--- config.mk ---
export PLATFORM = sky130hd
export DESIGN_NAME = coax_rx_buffer
export DESIGN_NICKNAME = d
export VERILOG_FILES = /design/src/rtl/coax_rx_buffer.sv
export SDC_FILE = /design/constraint.sdc
export NUM_CORES = 1
export LEC_CHECK = 0
export CAP_MARGIN = 5
export CORE_MARGIN = 3
export CORE_UTILIZATION = 45
export DETAILED_ROUTE_END_ITERATION = 10
export REMOVE_ABC_BUFFERS = 1
export SYNTH_ARGS = -nofsm -noshare
export SYNTH_HDL_FRONTEND = slang
export SYNTH_SLANG_ARGS = --single-unit
--- constraint.sdc ---
create_clock -name clk -period 2.42 [get_ports clk]
set_input_delay 0.363 -clock clk [delete_from_list [all_inputs] [get_ports clk]]
set_output_delay 0.363 -clock clk [all_outputs]
set_load 0.05 [all_outputs]
--- src/rtl/coax_rx_buffer.sv ---
// Receive FIFO between the coax bit receiver and the host bus; the host pops via an async read strobe.
// Optional frame-start tagging is built when COAX_RX_BUFFER_SOF_EN is defined.
module coax_rx_buffer #(
    parameter int DATA_WIDTH  = 10,
    parameter int DEPTH       = 16,
    parameter int ALMOST_FULL = 12
) (
    input  logic                       clk,
    input  logic                       reset,
    input  logic                       rx_active,
    input  logic [DATA_WIDTH-1:0]      rx_data,
    input  logic                       rx_data_strobe,
    input  logic                       rx_error,
    input  logic [3:0]                 rx_error_code,
    input  logic                       data_read,
    output logic [DATA_WIDTH-1:0]      data,
    output logic                       data_error,
    output logic                       data_sof,
    output logic                       data_available,
    output logic                       almost_full,
    output logic                       overflow,
    input  logic                       overflow_clear,
    output logic [$clog2(DEPTH):0]     count
);

    localparam int AW = $clog2(DEPTH);
    localparam int CW = AW + 1;
`ifdef COAX_RX_BUFFER_SOF_EN
    localparam int EW = DATA_WIDTH + 2;
`else
    localparam int EW = DATA_WIDTH + 1;
`endif

    logic [EW-1:0]         mem [DEPTH];
    logic [AW-1:0]         wr_ptr;
    logic [AW-1:0]         rd_ptr;
    logic                  rd_s1;
    logic                  rd_s2;
    logic                  rd_prev;
    logic                  pop_req;
    logic                  push_req;
    logic                  do_push;
    logic                  do_pop;
    logic                  full;
    logic                  empty;
    logic                  drop;
    logic [DATA_WIDTH-1:0] payload;
    logic [EW-1:0]         entry;
    logic [EW-1:0]         head;

    always_comb begin
        // An error in the same cycle as a data word takes the slot; the word is lost silently.
        payload  = rx_error ? DATA_WIDTH'(rx_error_code) : rx_data;
        push_req = rx_data_strobe | rx_error;
        full     = (count == CW'(DEPTH));
        empty    = (count == '0);
        pop_req  = rd_s2 & ~rd_prev;
        do_pop   = pop_req & ~empty;
        do_push  = push_req & (~full | do_pop);
        drop     = push_req & full & ~do_pop;
    end

`ifdef COAX_RX_BUFFER_SOF_EN
    logic first;
    logic active_prev;

    always_ff @(posedge clk) begin
        // Track rx_active during reset so a level held high through reset is not seen as a new frame.
        active_prev <= rx_active;
        if (reset) begin
            first <= 1'b0;
        end else if (rx_active & ~active_prev) begin
            first <= 1'b1;
        end else if (do_push) begin
            first <= 1'b0;
        end
    end

    assign entry    = {rx_error, first, payload};
    assign data_sof = head[DATA_WIDTH];
`else
    logic unused_rx_active;
    assign unused_rx_active = rx_active;
    assign entry    = {rx_error, payload};
    assign data_sof = 1'b0;
`endif

    always_ff @(posedge clk) begin
        if (reset) begin
            rd_s1    <= 1'b0;
            rd_s2    <= 1'b0;
            rd_prev  <= 1'b0;
            wr_ptr   <= '0;
            rd_ptr   <= '0;
            count    <= '0;
            overflow <= 1'b0;
        end else begin
            rd_s1   <= data_read;
            rd_s2   <= rd_s1;
            rd_prev <= rd_s2;
            if (do_push) begin
                wr_ptr <= wr_ptr + AW'(1);
            end
            if (do_pop) begin
                rd_ptr <= rd_ptr + AW'(1);
            end
            if (do_push && !do_pop) begin
                count <= count + CW'(1);
            end else if (do_pop && !do_push) begin
                count <= count - CW'(1);
            end
            if (drop) begin
                overflow <= 1'b1;
            end else if (overflow_clear) begin
                overflow <= 1'b0;
            end
        end
    end

    always_ff @(posedge clk) begin
        if (!reset && do_push) begin
            mem[wr_ptr] <= entry;
        end
    end

    always_ff @(posedge clk) begin
        if (reset) begin
            head           <= '0;
            data_available <= 1'b0;
            almost_full    <= 1'b0;
        end else begin
            data_available <= ~empty;
            almost_full    <= (count >= CW'(ALMOST_FULL));
            if (!empty) begin
                head <= mem[rd_ptr];
            end
        end
    end

    assign data       = head[DATA_WIDTH-1:0];
    assign data_error = head[EW-1];

endmodule

======== Word level (Yosys, flattened, before mapping) ========
Memories as Yosys holds them, arrays and structs flattened. A register that Yosys moved wholly into a read port is not among the register bits.
Index checks and enable logic that the tools add are counted.
Widths: inputs -> output; s select.
storage, ports and cells
  RAM bits ................................ 176
  output and inout port bits .............. 20
  memories kept ........................... 1
  input port bits ......................... 21
  bits in registers ....................... 19
  word-level logic and storage cells ...... 44
operators by class
  reduce and logical (&&, ||, !) cells .... 10
  equal/unequal tests ..................... 1
  mux-type cells .......................... 7
  add/subtract/negate cells ............... 4
  magnitude comparators ................... 1
  bitwise gates (word level) .............. 11
memories
  memory  words  bits a word  read ports  clocked after Yosys merged registers in  wr ports  RTL line  text
  mem     16     11           1           1                                        1         34        logic [EW-1:0] mem [DEPTH];
operators by type and width
  kind                 count
  $mux 10              1
  $mux 5               2
  $add 4x1->4 const B  2
  $add 5x1->5 const B  1
  $and 1x1->1          5
  $eq 5x5->1 const B   1
  $ge 5x4->1 const B   1
  $logic_not 5->1      1
  $sub 5x1->5 const B  1
  $logic_not 1->1      4
  $mux 1               4
  $not 1->1            4
  $reduce_bool 2->1    2
  $logic_and 1x1->1    3
  $or 1x1->1           2

======== Logic depth before layout (Yosys ltp) ========
Gate-level depths: netlist (run 1).
  word-level depth ........................ 9
  depth in mapped cells ................... 11
  mapped depth without buffers ............ 11

======== Worst setup path after synthesis (run 1) ========
OpenSTA, ideal clock, no wires.
  kind .................................... reg-to-reg
  from .................................... reg count[0]
  to ...................................... reg count[4]
  buffers on the path ..................... 0
  data required time ...................... 2.299 ns
  stages on the path, launching flop included .. 10
  clock period less this slack ............ 2.889 ns
  data arrival time ....................... 2.768 ns
  slack ................................... -0.469 ns
  setup time .............................. 0.121 ns
  path through ............................ dfxtp_1 -> nor4_4 -> a31oi_2 -> ha_1 -> inv_1 -> ha_1 -> a21o_1 -> a21oi_1 -> mux2i_1 -> mux2_2
on the way
  word-level cells in the longest chain between the ends .. 8
  elaborated cells on any way between the ends .. 16
  classes of those cells .................. add/sub (2); eq/ne (1); mux (2); bitwise (5); reduce/logical (6)
ends and longest elaborated chain
  item                         RTL line  text
  from (decl)                  23        output logic [$clog2(DEPTH):0] count
  from (signal assigned)       108       count <= count + CW'(1);
  from (signal assigned)       110       count <= count - CW'(1);
  $logic_not 5->1              56        empty = (count == '0);
  $not 1->1                    58        do_pop = pop_req & ~empty;
  $and 1x1->1                  58
  $or 1x1->1                   59        do_push = push_req & (~full | do_pop);
  $and 1x1->1                  59
  $logic_not 1->1              109       end else if (do_pop && !do_push) begin
  $logic_and 1x1->1            109
  $reduce_bool 2->1 (no line)  n/a
Parallel ways exist; a longest one is shown, timed or not. The select of a mux whose other input is x is not followed.
A chain may end at the register's enable or synchronous reset.

======== Worst setup path in the final report (run 1) ========
Same ends and word-level chain as after synthesis.

==> results of run 1 <==
[flip-flops by register name, indices dropped and copies added, names as in the netlist]
signal	flops
rd_prev	1
rd_s2	1
overflow	1
mem	176
head	11
count	5
rd_s1	1
rd_ptr	4
almost_full	1
data_available	1
wr_ptr	4
[through the flow]
step	hold slack, ns	area, um^2
after floorplan	0.414	8080
after global placement	0.421	9200
after detailed placement	0.447	9200
after CTS	0.426	9910
after global routing	0.452	9910
final	0.436	9910
[cell families after synthesis]
logic type,count (synthesis)
simple gates,70
flops,206
compound gates,34
other cells,1
buf+inv,29
xor+xnor,9
fa+ha+maj,11
mux,73
[power breakdown]
group	switching, mW	leakage, nW	internal, mW	total, mW
logic	1.15	1.16	0.776	1.93
clock network	1.28	0.313	1.80	3.09
registers	0.129	1.85	4.10	4.23
total	2.56	3.33	6.68	9.25
[worst max path at each step]
stage,endpoint,slack [ns],startpoint,cells past startpoint
finish,count[4]$_SDFFE_PP0P_,0.005,count[0]$_SDFFE_PP0P_,10
global route,count[4]$_SDFFE_PP0P_,-0.14,count[0]$_SDFFE_PP0P_,11
floorplan,head[2]$_SDFFE_PP0P_,-0.68,rd_ptr[1]$_SDFFE_PP0N_,4
global placement,count[4]$_SDFFE_PP0P_,-0.32,rx_error,10
CTS,head[7]$_SDFFE_PP0P_,0.02,count[3]$_SDFFE_PP0P_,7
detailed placement,count[4]$_SDFFE_PP0P_,-0.37,rx_error,10
[cell type report]
type / count / area share
sequential: 206 / 0.594
tap: 225 / 0.0284
multi-input combinational: 198 / 0.221
timing repair buffer: 98 / 0.0864
clock inverter: 15 / 0.0135
inverter: 8 / 0.00303
clock buffer: 22 / 0.0534
[critical path, stage by stage (launching register included)]
cell     delay (ns)
dfxtp_1        0.33
nor4_4         0.38
a21oi_2        0.11
inv_2          0.07
ha_2           0.18
inv_2          0.07
buf_4          0.14
ha_1           0.30
a21oi_2        0.15
mux2i_1        0.22
mux2_2         0.35
[what timing repair did]
action,in CTS,in global routing
pin swaps,3,1
cloned,0,0
setup buffers,2,0
setup endpoints to repair,1,12
resized for setup,7,2
[cell usage in the layout (no fill, tap or decap), drive strengths merged, types with 11 or more instances in the layout]
cell type,instances
dfxtp,30
clkbuf,22
o21ai,11
clkdlybuf4s50,38
mux2,16
mux4,44
mux2i,13
a22oi,11
buf,60
nor2,38
edfxtp,176
[metal layers]
layer | vias up | track usage | share of wire
met5 | - | 0 | 0
met4 | 0 | 0.0433 | 0.014
met3 | 14 | 0.0234 | 0.048
met2 | 104 | 0.286 | 0.49
met1 | 2141 | 0.245 | 0.44
li1 | 1915 | - | -
==> results.yml, run 1 <==
synthesis:
  ys_seq_area_frac: 0.717
  yosysMostFrequentCell: "edfxtp_1"
  synth_compound_area_frac: 0.0277
  yosys.area_share.adder: 0.0177
  synth-xor-area-share: 0.00960
  ys_ff_latch: 206
  netlist_area_um2: 8210
  synthSimpleGateAreaFrac: 0.0414
  ys_top_cells_by_count: "edfxtp_1 (176), nor2_1 (38), dfxtp_1 (30), mux4_2 (27), mux4_1 (17)"
  yosysWarnings: 0
  synth_area_leader_cell: "edfxtp_1"
  avgSynthCellArea_um2: 19.0
  yosysUniqueCellTypes: 35
  synthCells: 433
  synth_top_family_by_area: "multiplexers"
  synth_ff_type: "edfxtp_1"
  postSynth.asyncResetShare: 0
  synth_edf_count: 176
  yosys.area.top_type_share: 0.643
  synth_area_leaders: "edfxtp_1 (64%), mux4_2 (7.4%), dfxtp_1 (7.3%)"
  muxShareOfSynthArea: 0.166
clocking:
  insertion_delay_ns: 0.48
  cts.path.max_buffers: 3
  clkSinkCount: 206
  cts_hold_buffers: 0
  cts_tree: "yes"
  path_clk_slew_ns: 0.06
  cts_htree_levels: 1
  clockRootBuffer: "clkbuf_16"
  cts_buffers: 21
routing:
  wl_per_cell_um: 21.7
  drc_errors: 0
  drt_iter0_drc: 242
  dr.pass1.iters: 4
  drtAntennaViolNets: 0
  avgViaCountPerCell: 5.41
  routed_wl_um: 16700
  vias: 4174
placed_design:
  dp.cells: 733
  place_hpwl_um: 10900
  place_ws_ns: -0.373
  io_buffers: 38
  gp_congestion: 0.803
finish:
  ff_latch_area_um2: 5890
  multi_input_area_um2: 2190
  nets: 565
  antennaDiodeCount: 0
  layout-drive-gt1-share: 0.280
  layout.cells.non_filler: 772
  nFillCells: 1352
  area_growth_pct: 20.6
  final_core_util: 0.563
critical_path:
  reg2regPathDepth: 10
  path_class: "reg2reg"
  arrival_ns: 2.78
  cp.required_ns: 2.79
  r2r_setup_slack_ns: 0.005
  regToRegStartpoint: "count[0]$_SDFFE_PP0P_"
  start_kind: "register"
  endpoint_kind: "register"
  cp_max_fo: 5
  r2r-end: "count[4]$_SDFFE_PP0P_"
min_path:
  hold_class: "in2reg"
  hold_path_depth: 2
  holdPathEnd: "rd_s1$_SDFF_PP0_"
  min-delay-start: "data_read"
sta:
  rsz0062_at_grt: "yes"
  setup_tns_ns: 0
  worst_slack_ns: 0.00475
  period_minus_slack_ns: 2.42
  finalHoldViolations: 0
  post-route-period-util: 0.998
  slew_headroom: 0.293
  finalSetupViolCount: 0
  finClkSkew_ns: 0.00690
  maxSlewViolCount: 0
  worst_pin_slew_ns: 1.06
  max_freq_ghz: 0.414
power:
  power_density_nw_per_um2: 933
  p_leak_nw: 3.33
  ir_drop_v: 0.000647
  p_total_mw: 9.25
run_status:
  outcome: "finished, final reports clean"
grt:
  grt_pass1_wl_um: 26200
  grt_pass1_vias: 4460
  grt_max_degree: 31
  grt_use_total: 0.173
  antenna_found_initial: 0
  grt.overflow.total: 0
floorplanning:
  initial_core_util: 0.467
  die_w_um: 141
  ios: 41
  fp.coreArea_um2: 17600
  dieArea_um2: 19900
  die_h_um: 141
  rows: 48
job:
  max-cap-violations: 0
(Power assumes the default switching activity.)
==> run 2: changes to the inputs <==
- CORE_UTILIZATION: 45 -> 25
- MAX_ROUTING_LAYER: default -> met4
==> run 2 against run 1 <==
- total power increased by 3.7%
- flip-flop and latch count stayed put
- clock skew is 0.0092 ns higher
- utilization fell by 24 points
- worst hold slack lost 0.0029 ns
- sequential power about the same
- critical path depth grew 6
- die area is 76% higher
- critical endpoint is now rd_ptr[1]$_SDFFE_PP0N_
- combinational power is 5% higher
- wire length increased by 3.7%
==> results.yml, run 2 (synthesis results as in run 1) <==
run_status:
  outcome: "finished, final reports clean"
grt:
  antenna_found_initial: 0
  grt_pass1_vias: 4496
  grt.overflow.total: 0
  grt_use_total: 0.100
  grt_pass1_wl_um: 26500
  grt_max_degree: 27
routing:
  drc_errors: 0
  wl_per_cell_um: 17.6
  dr.pass1.iters: 5
  vias: 4209
  avgViaCountPerCell: 4.27
  drtAntennaViolNets: 0
  routed_wl_um: 17300
  drt_iter0_drc: 369
floorplanning:
  dieArea_um2: 35100
  rows: 65
  initial_core_util: 0.257
  die_h_um: 187
  die_w_um: 187
  fp.coreArea_um2: 32000
  ios: 41
sta:
  period_minus_slack_ns: 2.37
  post-route-period-util: 0.979
  worst_pin_slew_ns: 1.12
  max_freq_ghz: 0.422
  finalHoldViolations: 0
  finalSetupViolCount: 0
  setup_tns_ns: 0
  maxSlewViolCount: 0
  finClkSkew_ns: 0.0161
  slew_headroom: 0.251
  rsz0062_at_grt: "yes"
  worst_slack_ns: 0.0510
min_path:
  hold_class: "in2reg"
  holdPathEnd: "rd_s1$_SDFF_PP0_"
  hold_path_depth: 2
  min-delay-start: "data_read"
finish:
  top_regs: "mem x176, head x11, count x5"
  layout-drive-gt1-share: 0.284
  final_cell_mix: "edfxtp_1 (176), buf_4 (56), nor2_1 (38), clkdlybuf4s50_1 (38), mux4_2 (27)"
  layout.cells.non_filler: 985
  top_register: "mem"
  nets: 566
  area_growth_pct: 25.3
  largest_register_ffs: 176
  antennaDiodeCount: 0
  final_common_cell: "edfxtp_1"
power:
  p_int_mw: 6.93
  switching_share: 0.277
  switchingPower_mw: 2.66
  p_leak_nw: 3.36
  combPwrFrac: 0.211
  ir_drop_v: 0.000728
  pwr-share-seq: 0.442
  pwr-share-clk: 0.347
  power_density_nw_per_um2: 932
clocking:
  clkSinkCount: 206
  clockRootBuffer: "clkbuf_16"
  cts_hold_buffers: 0
  cts_tree: "yes"
  path_clk_slew_ns: 0.06
  cts.path.max_buffers: 3
  cts_buffers: 22
  cts_htree_levels: 1
  insertion_delay_ns: 0.50
critical_path:
  r2r-end: "rd_ptr[1]$_SDFFE_PP0N_"
  r2r_setup_slack_ns: 0.05
  regToRegStartpoint: "rd_prev$_SDFF_PP0_"
  arrival_ns: 2.73
  cp.required_ns: 2.78
  reg2regPathDepth: 16
  start_kind: "register"
  cp_max_fo: 3
  path_class: "reg2reg"
  endpoint_kind: "register"
placed_design:
  io_buffers: 38
  dp.cells: 932
  place_ws_ns: -0.358
  place_hpwl_um: 11200
  gp_congestion: 0.750
job:
  max-cap-violations: 0
==> run 2: power groups by stage <==
stage	Combinational [mW]	Clock, mW	Sequential [mW]
after global routing	2.17	3.56	4.26
after CTS	1.95	3.41	4.24
final	2.02	3.33	4.24
after global placement	1.83	0	4.30
after floorplan	0.662	0	4.75
after detailed placement	1.87	0	4.31
==> run 2: layer usage <==
metal | vias up | GRT usage | routed length (um)
met5 | - | - | 0
met4 | 0 | 0.0204 | 233
met3 | 19 | 0.0234 | 896
met2 | 97 | 0.161 | 8580
met1 | 2174 | 0.130 | 7630
li1 | 1919 | - | -
==> run 2: layout make-up <==
cell class | count | area (um^2)
Clock buffer | 26 | 566
Clock inverter | 14 | 165
Fill cell | 3030 | 21700
Inverter | 8 | 30.0
Multi-Input combinational cell | 198 | 2220
Sequential cell | 206 | 5890
Tap cell | 435 | 544
Timing Repair Buffer | 98 | 872
==> run 2: stage by stage <==
stage | utilization | instance area [um^2] | power, mW | hold WS, ns
floorplan | - | 8080 | 5.42 | 0.414
global placement | 0.294 | 9390 | 6.13 | 0.427
detailed placement | 0.294 | 9390 | 6.19 | 0.452
CTS | 0.320 | 10200 | 9.60 | 0.419
global route | 0.322 | 10300 | 9.99 | 0.438
finish | 0.322 | 10300 | 9.59 | 0.433
==> run 2: how the worst max path moves through the flow <==
stage / slack [ns] / start / cells past startpoint / endpoint
after floorplan: -0.68 / rd_ptr[1]$_SDFFE_PP0N_ / 4 / head[2]$_SDFFE_PP0P_
after global placement: -0.28 / rx_error / 10 / count[4]$_SDFFE_PP0P_
after detailed placement: -0.36 / rx_error / 10 / count[4]$_SDFFE_PP0P_
after CTS: 0.02 / count[3]$_SDFFE_PP0P_ / 12 / count[4]$_SDFFE_PP0P_
after global routing: -0.05 / count[0]$_SDFFE_PP0P_ / 12 / count[4]$_SDFFE_PP0P_
final: 0.05 / rd_prev$_SDFF_PP0_ / 16 / rd_ptr[1]$_SDFFE_PP0N_
==> run 2: repair_timing <==
item                                    in CTS  in global routing
buffers inserted                            11                  2
gates cloned                                 0                  0
gates resized for setup                      7                 10
pin swaps                                    1                  7
endpoints found under the setup margin       1                  2
==> run 2: worst max-delay path: stages, from the launching register on <==
cell and delay (ns):
dfxtp_1 0.29, nand2b_1 0.23, a21oi_4 0.19, inv_2 0.07
buf_4 0.13, buf_4 0.12, buf_4 0.12, buf_4 0.12
buf_4 0.12, buf_4 0.12, buf_4 0.12, buf_4 0.12
buf_4 0.12, buf_4 0.12, buf_4 0.12, nand2_1 0.06
a21oi_1 0.07
